## src/rtl/stopwatch.sv

```systemverilog
// Event-to-event duration timer: ARM, then measure the number of prescaled ticks
// between two rising edges of event_in. All outputs are registered.
module stopwatch #(
  parameter int unsigned STOPWATCH_ADDITIONAL_BITS = 0
) (
  input  logic        clk,
  input  logic        rst,
  input  logic        write,
  input  logic [31:0] data_in,
  input  logic        event_in,
  output logic [31:0] data_out,
  output logic        capture_valid,
  output logic        overflow,
  output logic        busy
);

  localparam int unsigned B  = STOPWATCH_ADDITIONAL_BITS;
  localparam int unsigned PW = (B == 0) ? 1 : B;
  // With B=0 the prescaler is pinned at zero so every cycle counts as a wrap.
  localparam logic [PW-1:0] PRE_MAX = (B == 0) ? {PW{1'b0}} : {PW{1'b1}};

  typedef enum logic [1:0] {IDLE, ARMED, RUNNING, DONE} state_t;

  state_t        state_q, state_d;
  logic [31:0]   count_q, count_d, count_n;
  logic [PW-1:0] pre_q, pre_d, pre_n;
  logic [31:0]   data_out_q, data_out_d;
  logic          capture_valid_q, capture_valid_d;
  logic          overflow_q, overflow_d;
  logic          busy_q, busy_d;
  logic          event_prev_q, event_prev_d;
  logic          rise, arm, abort, wrap;
  logic          unused_data_in;

  assign unused_data_in = ^data_in[31:2];

  assign rise  = event_in & ~event_prev_q;
  assign arm   = write & data_in[0];
  assign abort = write & data_in[1];
  assign wrap  = (pre_q == PRE_MAX);
  assign pre_n = wrap ? '0 : pre_q + 1'b1;
  // The stop cycle itself counts, so the capture takes the incremented value.
  assign count_n = (wrap && count_q != 32'hFFFF_FFFF) ? count_q + 32'd1 : count_q;

  always_comb begin
    state_d         = state_q;
    count_d         = count_q;
    pre_d           = pre_q;
    data_out_d      = data_out_q;
    capture_valid_d = capture_valid_q;
    overflow_d      = overflow_q;
    event_prev_d    = event_in;
    if (abort) begin
      state_d         = IDLE;
      count_d         = '0;
      pre_d           = '0;
      capture_valid_d = 1'b0;
    end else if (arm) begin
      state_d         = ARMED;
      count_d         = '0;
      pre_d           = '0;
      overflow_d      = 1'b0;
      capture_valid_d = 1'b0;
    end else begin
      case (state_q)
        ARMED: if (rise) begin
          state_d = RUNNING;
          count_d = '0;
          pre_d   = '0;
        end
        RUNNING: begin
          pre_d   = pre_n;
          count_d = count_n;
          if (count_n == 32'hFFFF_FFFF) overflow_d = 1'b1;
          if (rise) begin
            state_d         = DONE;
            data_out_d      = count_n;
            capture_valid_d = 1'b1;
          end
        end
        default: ;
      endcase
    end
    busy_d = (state_d == ARMED) || (state_d == RUNNING);
  end

  always_ff @(posedge clk or posedge rst) begin
    if (rst) begin
      state_q         <= IDLE;
      count_q         <= '0;
      pre_q           <= '0;
      data_out_q      <= '0;
      capture_valid_q <= 1'b0;
      overflow_q      <= 1'b0;
      busy_q          <= 1'b0;
      event_prev_q    <= 1'b1;
    end else begin
      state_q         <= state_d;
      count_q         <= count_d;
      pre_q           <= pre_d;
      data_out_q      <= data_out_d;
      capture_valid_q <= capture_valid_d;
      overflow_q      <= overflow_d;
      busy_q          <= busy_d;
      event_prev_q    <= event_prev_d;
    end
  end

  assign data_out      = data_out_q;
  assign capture_valid = capture_valid_q;
  assign overflow      = overflow_q;
  assign busy          = busy_q;

endmodule

```

## config.mk

```make
export PLATFORM = sky130hd
export DESIGN_NAME = stopwatch
export DESIGN_NICKNAME = d
export VERILOG_FILES = /design/src/rtl/stopwatch.sv
export SDC_FILE = /design/constraint.sdc
export NUM_CORES = 1
export LEC_CHECK = 0
export CAP_MARGIN = 15
export CELL_PAD_IN_SITES_DETAIL_PLACEMENT = 0
export CELL_PAD_IN_SITES_GLOBAL_PLACEMENT = 1
export CORE_MARGIN = 1.5
export CORE_UTILIZATION = 39
export CTS_CLUSTER_DIAMETER = 30
export DETAILED_ROUTE_END_ITERATION = 16
export GPL_ROUTABILITY_DRIVEN = 0
export MAX_ROUTING_LAYER = met4
export PLACE_DENSITY_LB_ADDON = 0.2
export SLEW_MARGIN = 10
export SYNTH_ARGS = -nofsm -noshare
export SYNTH_HDL_FRONTEND = slang
export SYNTH_SLANG_ARGS = --single-unit
export TNS_END_PERCENT = 30
```

## constraint.sdc

```tcl
create_clock -name clk -period 3.6 [get_ports clk]
set_input_delay 0.36 -clock clk [delete_from_list [all_inputs] [get_ports clk]]
set_output_delay 0.36 -clock clk [all_outputs]
set_load 0.05 [all_outputs]
```

==> results of run 1 <==
## stage by stage
stage          hold slack [ns]  worst slack, ns
2_1_floorplan           0.3645           0.6340
3_3_place_gp            0.4606           0.5056
3_5_place_dp            0.4691           0.4137
4_1_cts                 0.4144           0.3793
5_1_grt                 0.4378           0.2233
6_report                0.4257           0.3753
## worst paths after layout
| check | cells after the start | start | slack, ns | endpoint |
|---|---|---|---|---|
| setup reg to reg | 9 | count_q[0] | 0.38 | overflow |
| hold reg to reg | 2 | data_out[27] | 0.48 | data_out[27] |
| max in group asynchronous | 3 | rst | 2.42 | count_q[12] |
| min in group asynchronous | 3 | rst | 0.59 | data_out[21] |
| setup / recovery | 9 | count_q[0] | 0.38 | overflow |
| hold / removal | 1 | event_in | 0.43 | event_prev_q |
## cell usage in the layout (no fill, tap or decap), types with 2 or more instances in the layout
master	n
or4_1	4
a31oi_1	10
nand2_2	2
o31ai_1	9
clkdlybuf4s50_1	40
nand4_1	10
o211ai_1	2
buf_4	14
inv_1	7
xor2_1	13
bufinv_16	2
dfrtp_1	69
nor3_1	5
o21ai_0	70
xnor2_1	13
clkinv_4	3
ha_1	4
and2_1	6
nor2_1	23
a21oi_1	12
nand4b_1	3
a311oi_1	4
clkbuf_8	9
nand2_1	78
and3_1	2
mux2_2	4
o22ai_1	2
a21o_1	5
a211oi_1	2
nand3_1	20
## registers in the layout, summed over array words and instances, names as in the netlist
register / flops
count_q: 32
data_out: 32
state_q: 2
busy: 1
capture_valid: 1
event_prev_q: 1
overflow: 1
## power breakdown
part | switching (mW) | internal [mW] | leakage, nW | total (mW)
Clock | 0.328 | 0.392 | 0.109 | 0.720
Sequential | 0.0100 | 0.802 | 0.970 | 0.812
Combinational | 0.133 | 0.0589 | 0.708 | 0.192
Total | 0.471 | 1.25 | 1.79 | 1.72
## area by class of cell
type / instances / area, um2 / share of cell area
repair buffers: 54 / 505.5 / 0.1106
flip-flops and latches: 70 / 1753 / 0.3836
clock buffers: 9 / 123.9 / 0.02711
inverters: 8 / 30.03 / 0.006572
well taps: 129 / 161.4 / 0.03532
clock inverters: 7 / 98.84 / 0.02163
multi-input cells: 328 / 1897 / 0.4151
## cells by family after synthesis
group / synth area share
AND/OR/NAND/NOR: 0.2076
AO/OA/AOI/OAI: 0.2023
flip-flops: 0.4601
buffers and inverters: 0.04269
XOR/XNOR: 0.05977
multiplexers: 0.01445
adder cells (fa/ha/maj): 0.01314
## per-layer routing
metal,track usage,vias up,wire (um)
met3,0.03078,18,405
li1,-,1618,-
met5,-,-,0
met1,0.2928,1628,4708
met2,0.2979,87,4429
met4,0.08008,0,206
## critical path: cells and delay by family (launching register included)
kind,cells,cell delay (ns)
flops,1,0.47
xor+xnor,1,0.20
simple gates,4,1.75
compound gates,2,0.37
buf+inv,1,0.11
fa+ha+maj,1,0.21
==> impl_summary.txt, run 1 <==
----------------------------------------------------
[Run status]
  Outcome ... complete, no violations

[CTS]
  CTS hold repair buffers ... 0
  H-tree levels ... 3
  TritonCTS Buffers ... 9
  Deepest clock path buffer count ... 2
  Number of sinks on the clock net ... 70
  Clock latency on the worst-skew pair ... 0.36 ns
  Clock-pin slew on the worst setup and hold paths ... 0.08 ns
  CTS tree ... yes
  Setup repair bufs after CTS ... 0
  Post-CTS resize count ... 0
  Clock Tree Root ... clkbuf_8

[Floorplan]
  Starting density of the core ... 0.4065
  Height of the chip ... 101.8 um
  Count of boundary I/O pins ... 71
  Die outline width ... 101.8 um
  Area of the placeable core ... 0.009371 mm2
  Row cnt ... 35
  Die footprint ... 0.01037 mm2

[Drt]
  Number of DRC markers after the initial detailed-route iteration ... 197
  Post-route DRC violation count ... 0
  Routed vias ... 3351
  Post-detailed-route via-to-cell ratio ... 5.539
  Post-detailed-routing wire length ... 9750 um
  Final routed wire length divided by cell count ... 16.12 um
  First-pass iteration count of the detailed router ... 6
  Routed Antenna Nets ... 0

[Timing]
  Fin Clk Skew ... 0.006150 ns
  Max Fclk ... 0.3101 GHz
  Portion of the clock cycle consumed by the worst path in the final layout ... 0.8957
  Slew Limit Fails ... 0
  Final critical delay including setup and external delays ... 3.225 ns
  Transition time at the pin with the least slew margin ... 0.9005 ns
  Final setup violating endpoints ... 0
  Final number of hold-violating endpoints ... 0
  Setup repair after global routing missed its margin ... no
  Worst slew margin ... 0.3997
  Sum of negative setup slack ... 0 ns

[Yosys]
  Area leader, netlist ... dfrtp_1
  Gate Count Post-Synth ... 435
  Commonest register cell after synthesis ... dfrtp_1
  Sequential share of the synthesized area ... 0.4601
  Synthesized area per cell ... 8.758 um2
  Dominant cells by area after synthesis ... dfrtp_1, o21ai_0, nand2_1
  Commonest cells in the synthesized netlist ... nand2_1, o21ai_0, dfrtp_1
  Total of warnings raised by yosys ... 0
  Summed instance area of the synthesized netlist ... 0.003810 mm2
  Post-synth top area share ... 0.4532
  Proportion of register bits with asynchronous set or reset after synthesis ... 1.000
  Synth Register Bits ... 70
  Number of distinct library cells after synthesis ... 55
  Total nets after synthesis ... 475
  Number of synthesized flops with an enable pin ... 0
  Most frequently used cell type in the post-synthesis netlist ... nand2_1

[Power]
  Total power after layout ... 1.724 mW
  Leakage power figure ... 1.788 nW
  PD cells ... 377.2 mW/mm2
  Max IR drop VDD ... 192.3 uV

[Critical path]
  Crit-path slowest cell ... or4_1
  Crit path max fanout ... 9
  Worst path cell trace ... ha_1 > inv_1 > nor4_4 > and2_1 > a21oi_1 > xnor2_1 > or4_1 > or4_1 > o41ai_2
  Startpoint types ... flip-flop
  Critical path data required time ... 3.85 ns
  Type of the worst setup path ... reg -> reg
  Critical Path Max Stage Delay ... 0.53 ns
  WP data arrival ... 3.48 ns
  Cell seen most often among critical-path stages ... or4_1
  Crit path capture type ... flip-flop

[Place]
  Cell total after placement ... 589
  HPWL after detailed placement ... 6866 um
  Count of buffers from port buffering ... 40
  Cell area after placement ... 0.004347 mm2

[Global routing]
  Vias in the first global route ... 3139
  Wire length of the first global-routing pass ... 15970 um
  Global route overflow ... 0
  Largest net degree at the start of global routing ... 71
  Number of antenna violations at the first check in global routing ... 0
  Total GRT Usage ... 0.2064

[Cells and area]
  Net count of the finished layout ... 511
  Fraction of the core area covered by cells at the end of the flow ... 0.4876
  Layout fillers ... 946
  Inserted Diodes ... 0
  Area growth from synthesis to layout ... 19.93%
  Non-Filler Instances ... 605
  Cell area after layout ... 0.004569 mm2
  Fraction of layout cells with a size suffix above 1 ... 0.09454

[Job]
  Number of violations of the max-capacitance limit ... 0

[Worst hold path]
  Worst min-delay path class ... in -> reg

----------------------------------------------------
(Power assumes the default switching activity.)
==> run 2, diff against run 1 <==
--- a/config.mk
+++ b/config.mk
@@ -5,6 +5,7 @@
 export SDC_FILE = /design/constraint.sdc
 export NUM_CORES = 1
 export LEC_CHECK = 0
+export ABC_CLOCK_PERIOD_IN_PS = 3150
 export CAP_MARGIN = 15
 export CELL_PAD_IN_SITES_DETAIL_PLACEMENT = 0
 export CELL_PAD_IN_SITES_GLOBAL_PLACEMENT = 1
==> constraint.sdc (replaced) <==
create_clock -name clk -period 3.15 [get_ports clk]
set_input_delay 0.315 -clock clk [delete_from_list [all_inputs] [get_ports clk]]
set_output_delay 0.315 -clock clk [all_outputs]
set_load 0.05 [all_outputs]
==> impl_summary.txt, run 2 (synthesized netlist as in run 1, its figures left out) <==
----------------------------------------------------
[Cells and area]
  Layout fillers ... 929 (was 946)
  Fraction of layout cells with a size suffix above 1 ... 0.1380 (was 0.09454)
  Cell area after layout ... 0.004762 mm2 (was 0.004569 mm2)
  Inserted Diodes ... 0 (unchanged)
  Commonest non-fill, non-tap cell in the layout ... nand2_1 (unchanged)
  Sequential cell area ... 0.001753 mm2 (unchanged)
  Most frequent cells in the layout ... nand2_1, o21ai_0, dfrtp_1 (unchanged)
  Fraction of the core area covered by cells at the end of the flow ... 0.5081 (was 0.4876)
  Total area of multi-input combinational cells ... 0.001897 mm2 (unchanged)
  Net count of the finished layout ... 535 (was 511)
  Area growth from synthesis to layout ... 24.99% (was 19.93%)

[Power]
  PD cells ... 414.5 mW/mm2 (was 377.2 mW/mm2)
  Clock share of power ... 0.415 (was 0.418)
  Part of the total power dissipated in sequential elements ... 0.469 (was 0.471)
  Internal ... 1.455 mW (was 1.252 mW)
  Switching power as a share of total power ... 0.2631 (was 0.2734)
  Net switching power figure ... 0.5193 mW (was 0.4713 mW)
  Leakage power figure ... 1.912 nW (was 1.788 nW)
  Max IR drop VDD ... 204.9 uV (was 192.3 uV)
  Logic pwr share ... 0.115 (was 0.112)

[CTS]
  H-tree levels ... 3 (unchanged)
  Clock-pin slew on the worst setup and hold paths ... 0.08 ns (about the same)
  Setup repair bufs after CTS ... 0 (unchanged)
  TritonCTS Buffers ... 9 (unchanged)
  CTS tree ... yes (unchanged)
  Clock Tree Root ... clkbuf_8 (unchanged)
  Clock latency on the worst-skew pair ... 0.36 ns (about the same)
  Deepest clock path buffer count ... 2 (unchanged)
  CTS hold repair buffers ... 0 (unchanged)
  Number of sinks on the clock net ... 70 (unchanged)
  Post-CTS resize count ... 0 (unchanged)

[Timing]
  Worst slew margin ... 0.5555 (was 0.3997)
  Slew Limit Fails ... 0 (unchanged)
  Sum of negative setup slack ... 0 ns (unchanged)
  Final number of hold-violating endpoints ... 0 (unchanged)
  Max Fclk ... 0.3409 GHz (was 0.3101 GHz)
  Setup repair after global routing missed its margin ... no (unchanged)
  Fin Clk Skew ... 0.009079 ns (was 0.006150 ns)
  Setup slack of the critical path after layout ... 0.2162 ns (was 0.3753 ns)
  Portion of the clock cycle consumed by the worst path in the final layout ... 0.9314 (was 0.8957)
  Final hold slack ... 0.3705 ns (was 0.4257 ns)
  Final setup violating endpoints ... 0 (unchanged)
  Transition time at the pin with the least slew margin ... 0.6658 ns (was 0.9005 ns)
  Final critical delay including setup and external delays ... 2.934 ns (was 3.225 ns)

[Critical path]
  Crit path max fanout ... 6 (was 9)
  Crit path capture type ... flip-flop (unchanged)
  Worst path cell trace ... ha_1 > inv_1 > nor4_4 > and2_1 > nand4_1 > xor2_1 > or4_1 > or4_1 > o41ai_2 (was ha_1 > inv_1 > nor4_4 > and2_1 > a21oi_1 > xnor2_1 > or4_1 > or4_1 > o41ai_2)
  Critical path data required time ... 3.41 ns (was 3.85 ns)
  Critical Path Max Stage Delay ... 0.50 ns (was 0.53 ns)
  WP data arrival ... 3.20 ns (was 3.48 ns)
  Startpoint types ... flip-flop (unchanged)
  Cell seen most often among critical-path stages ... or4_1 (unchanged)
  Crit-path slowest cell ... or4_1 (unchanged)
  Type of the worst setup path ... reg -> reg (unchanged)

[Drt]
  First-pass iteration count of the detailed router ... 4 (was 6)
  Post-detailed-routing wire length ... 9633 um (was 9750 um)
  Number of DRC markers after the initial detailed-route iteration ... 136 (was 197)
  Routed Antenna Nets ... 0 (unchanged)
  Routed vias ... 3340 (was 3351)
  Post-route DRC violation count ... 0 (unchanged)
  Final routed wire length divided by cell count ... 15.31 um (was 16.12 um)
  Post-detailed-route via-to-cell ratio ... 5.310 (was 5.539)

[Floorplan]
  Area of the placeable core ... 0.009371 mm2 (unchanged)
  Count of boundary I/O pins ... 71 (unchanged)
  Starting density of the core ... 0.4065 (unchanged)
  Die footprint ... 0.01037 mm2 (unchanged)
  Height of the chip ... 101.8 um (unchanged)
  Die outline width ... 101.8 um (unchanged)
  Row cnt ... 35 (unchanged)

[Global routing]
  Largest net degree at the start of global routing ... 42 (was 71)
  Vias in the first global route ... 3231 (was 3139)
  Total GRT Usage ... 0.2087 (was 0.2064)
  Wire length of the first global-routing pass ... 16220 um (was 15970 um)
  Number of antenna violations at the first check in global routing ... 0 (unchanged)
  Global route overflow ... 0 (unchanged)

[Run status]
  Outcome ... complete, no violations (unchanged)

[Place]
  Cell area after placement ... 0.004539 mm2 (was 0.004347 mm2)
  HPWL after detailed placement ... 7214 um (was 6866 um)
  Post-placement worst setup slack ... 0.2284 ns (was 0.4137 ns)
  Count of buffers from port buffering ... 40 (unchanged)

[Job]
  Number of violations of the max-capacitance limit ... 0 (unchanged)

[Worst hold path]
  Worst min-delay path class ... in -> async (was in -> reg)

----------------------------------------------------
-- run 2: cell count changes in the layout (fill, tap and decap cells not counted), sizes merged --
cell      change
buf          +24
clkbuf        +1
clkinv        -2
clkinvlp      +1
-- run 2: path summary, 6_finish.rpt --
check	startpoint	endpoint	slack, ns	cells after the start
min reg2reg	data_out[29]	data_out[29]	0.48	2
max in group asynchronous	rst	data_out[14]	2.13	3
min in group clk	event_in	event_prev_q	0.38	1
max reg2reg	count_q[1]	overflow	0.22	9
max	count_q[1]	overflow	0.22	9
min	rst	data_out[17]	0.37	2
-- run 2: through the flow --
step / power [mW] / std cells
6_report: 1.974 / 629
5_1_grt: 2.057 / 629
4_1_cts: 1.993 / 629
3_5_place_dp: 1.175 / 613
3_3_place_gp: 1.169 / 613
2_1_floorplan: 1.092 / 435
-- run 2: final cells by class --
type	count	share of cell area
inverter	8	0.006306
tap	129	0.03389
clock inverter	6	0.01787
sequential	70	0.3681
multi-input combinational	328	0.3983
timing repair buffer	78	0.1466
clock buffer	10	0.02890
-- run 2: routing by layer --
metal  up-vias  track usage  wire (um)
met5         -            -          0
met4         0      0.07692        146
met3        15      0.04583        563
met2        79       0.3015       4341
met1      1581       0.2879       4581
li1       1665            -          -
-- run 2: power by group through the flow --
stage	combinational [mW]	clock, mW	sequential, mW
global route	0.254	0.875	0.928
finish	0.228	0.820	0.926
CTS	0.231	0.836	0.926
detailed placement	0.231	0	0.944
floorplan	0.107	0	0.986
global placement	0.226	0	0.943
-- run 2: critical path, delay by kind of cell (launching register included) --
family,cells,cell delay [ns]
AND/OR/NAND/NOR,5,1.73
XOR/XNOR,1,0.19
AO/OA/AOI/OAI,1,0.21
flip-flops,1,0.40
adder cells (fa/ha/maj),1,0.20
buffers and inverters,1,0.10
==> run 3, diff against run 2 <==
--- a/config.mk
+++ b/config.mk
@@ -13,7 +13,6 @@
 export CORE_UTILIZATION = 39
 export CTS_CLUSTER_DIAMETER = 30
 export DETAILED_ROUTE_END_ITERATION = 16
-export GPL_ROUTABILITY_DRIVEN = 0
 export MAX_ROUTING_LAYER = met4
 export PLACE_DENSITY_LB_ADDON = 0.2
 export SLEW_MARGIN = 10
==> impl_summary.txt, run 3 (synthesized netlist as in run 1, its figures left out) <==
----------------------------------------------------
[Critical path]
  Type of the worst setup path ... reg -> reg (unchanged)
  Crit path capture type ... flip-flop (unchanged)
  Worst reg-to-reg path cell count ... 10 (was 9)
  WP data arrival ... 3.18 ns (was 3.20 ns)
  Reg2reg setup slack ... 0.23 ns (was 0.22 ns)
  Source of the worst register-to-register timing path ... count_q[1] (unchanged)
  Crit-path slowest cell ... or4_1 (unchanged)
  Worst path cell trace ... ha_1 > inv_1 > nor4_4 > buf_4 > nand4b_1 > nor3_1 > xor2_1 > nand4b_1 > or4_1 > o41ai_2 (was ha_1 > inv_1 > nor4_4 > and2_1 > nand4_1 > xor2_1 > or4_1 > or4_1 > o41ai_2)
  Critical path data required time ... 3.41 ns (about the same)
  Critical Path Max Stage Delay ... 0.55 ns (was 0.50 ns)
  Crit path max fanout ... 6 (unchanged)
  Startpoint types ... flip-flop (unchanged)
  Capture point of the worst reg-to-reg path ... overflow (unchanged)
  Cell seen most often among critical-path stages ... nand4b_1 (was or4_1)

[Worst hold path]
  Worst min-delay path class ... in -> async (unchanged)

[Drt]
  Routed Antenna Nets ... 0 (unchanged)
  Post-detailed-routing wire length ... 9979 um (was 9633 um)
  First-pass iteration count of the detailed router ... 4 (unchanged)
  Number of DRC markers after the initial detailed-route iteration ... 184 (was 136)
  Final routed wire length divided by cell count ... 15.86 um (was 15.31 um)
  Post-detailed-route via-to-cell ratio ... 5.334 (was 5.310)
  Post-route DRC violation count ... 0 (unchanged)
  Routed vias ... 3355 (was 3340)

[Floorplan]
  Area of the placeable core ... 0.009371 mm2 (unchanged)
  Starting density of the core ... 0.4065 (unchanged)
  Die outline width ... 101.8 um (unchanged)
  Height of the chip ... 101.8 um (unchanged)
  Die footprint ... 0.01037 mm2 (unchanged)
  Row cnt ... 35 (unchanged)
  Count of boundary I/O pins ... 71 (unchanged)

[Timing]
  Worst slew margin ... 0.5590 (was 0.5555)
  Setup repair after global routing missed its margin ... no (unchanged)
  Slew Limit Fails ... 0 (unchanged)
  Portion of the clock cycle consumed by the worst path in the final layout ... 0.9266 (was 0.9314)
  Max Fclk ... 0.3426 GHz (was 0.3409 GHz)
  Final setup violating endpoints ... 0 (unchanged)
  Transition time at the pin with the least slew margin ... 0.6605 ns (was 0.6658 ns)
  Final number of hold-violating endpoints ... 0 (unchanged)
  Final critical delay including setup and external delays ... 2.919 ns (was 2.934 ns)
  Setup slack of the critical path after layout ... 0.2311 ns (was 0.2162 ns)
  Fin Clk Skew ... 0.01397 ns (was 0.009079 ns)
  Sum of negative setup slack ... 0 ns (unchanged)

[CTS]
  Clock latency on the worst-skew pair ... 0.36 ns (about the same)
  Clock-pin slew on the worst setup and hold paths ... 0.09 ns (was 0.08 ns)
  TritonCTS Buffers ... 9 (unchanged)
  Clock Tree Root ... clkbuf_8 (unchanged)
  Number of sinks on the clock net ... 70 (unchanged)
  CTS tree ... yes (unchanged)
  H-tree levels ... 3 (unchanged)
  Deepest clock path buffer count ... 2 (unchanged)
  CTS hold repair buffers ... 0 (unchanged)

[Global routing]
  Largest net degree at the start of global routing ... 42 (unchanged)
  Number of antenna violations at the first check in global routing ... 0 (unchanged)
  Global route overflow ... 0 (unchanged)
  Vias in the first global route ... 3278 (was 3231)
  Wire length of the first global-routing pass ... 16910 um (was 16220 um)
  Total GRT Usage ... 0.2189 (was 0.2087)

[Place]
  Post-placement worst setup slack ... 0.2225 ns (was 0.2284 ns)
  Count of buffers from port buffering ... 40 (unchanged)
  HPWL after detailed placement ... 7428 um (was 7214 um)
  Weighted congestion at the end of routability-driven global placement ... 0.9249

[Power]
  Leakage power figure ... 1.921 nW (was 1.912 nW)
  PD cells ... 429.9 mW/mm2 (was 414.5 mW/mm2)
  Max IR drop VDD ... 293.6 uV (was 204.9 uV)

[Cells and area]
  Area growth from synthesis to layout ... 25.65% (was 24.99%)
  Fraction of layout cells with a size suffix above 1 ... 0.1400 (was 0.1380)
  Inserted Diodes ... 0 (unchanged)
  Total area of multi-input combinational cells ... 0.001898 mm2 (was 0.001897 mm2)
  Sequential cell area ... 0.001753 mm2 (unchanged)
  Commonest non-fill, non-tap cell in the layout ... nand2_1 (unchanged)
  Layout fillers ... 938 (was 929)
  Net count of the finished layout ... 535 (unchanged)
  Most frequent cells in the layout ... nand2_1, o21ai_0, dfrtp_1 (unchanged)

[Run status]
  Outcome ... complete, no violations (unchanged)

[Job]
  Number of violations of the max-capacitance limit ... 0 (unchanged)

----------------------------------------------------
run 3: repair_timing:
| action | 4_1_cts | 5_1_grt |
|---|---|---|
| setup endpoints to repair | 0 | 1 |
| setup buffers | 0 | 0 |
| gates resized for setup | 0 | 1 |
run 3: per-stage QoR:
step                      hold slack (ns)  power, mW  utilization  cell area [um2]  instances
after floorplan                    0.3195      1.092            -             3810        435
after global placement             0.4608      1.170       0.4844             4539        613
after detailed placement           0.4691      1.176       0.4844             4539        613
after CTS                          0.3800      2.078       0.5107             4786        629
after global routing               0.3901      2.142       0.5108             4787        629
final                              0.3718      2.058       0.5108             4787        629
run 3: cell type report:
cell class              instances  area share
well taps                     129     0.03372
clock buffers                   9     0.02588
repair buffers                 78      0.1458
inverters                       8    0.006273
clock inverters                 7     0.02561
multi-input cells             328      0.3965
flip-flops and latches         70      0.3662
run 3: routing by layer:
layer,global-route usage,part of all wire,up-vias,routed length [um]
li1,-,-,1668,-
met1,0.3184,0.50,1589,4948
met5,-,0,-,0
met2,0.3138,0.44,85,4365
met3,0.03215,0.051,13,507
met4,0.06955,0.016,0,157
run 3: worst max path at each step:
stage	start	to	slack, ns
2_1_floorplan	count_q[0]	overflow	0.18
3_3_place_gp	count_q[1]	overflow	0.25
3_5_place_dp	count_q[1]	overflow	0.22
4_1_cts	count_q[1]	overflow	0.20
5_1_grt	count_q[1]	overflow	0.02
6_report	count_q[1]	overflow	0.23
run 3: power by group:
group,switching (mW),leakage [nW],internal [mW],total [mW]
Sequential,0.00916,0.970,0.916,0.925
Combinational,0.155,0.836,0.0736,0.229
Clock,0.375,0.116,0.528,0.904
Total,0.540,1.92,1.52,2.06
run 3: worst max-delay path, delay by kind of cell (launching register included):
family / cells / cell delay (ns)
AOI/OAI and AO/OA: 1 / 0.22
xor gates and xnor gates: 1 / 0.26
adders and majority gates: 1 / 0.22
buffers and inverters: 2 / 0.29
DFF: 1 / 0.41
and+or+nand+nor: 5 / 1.42
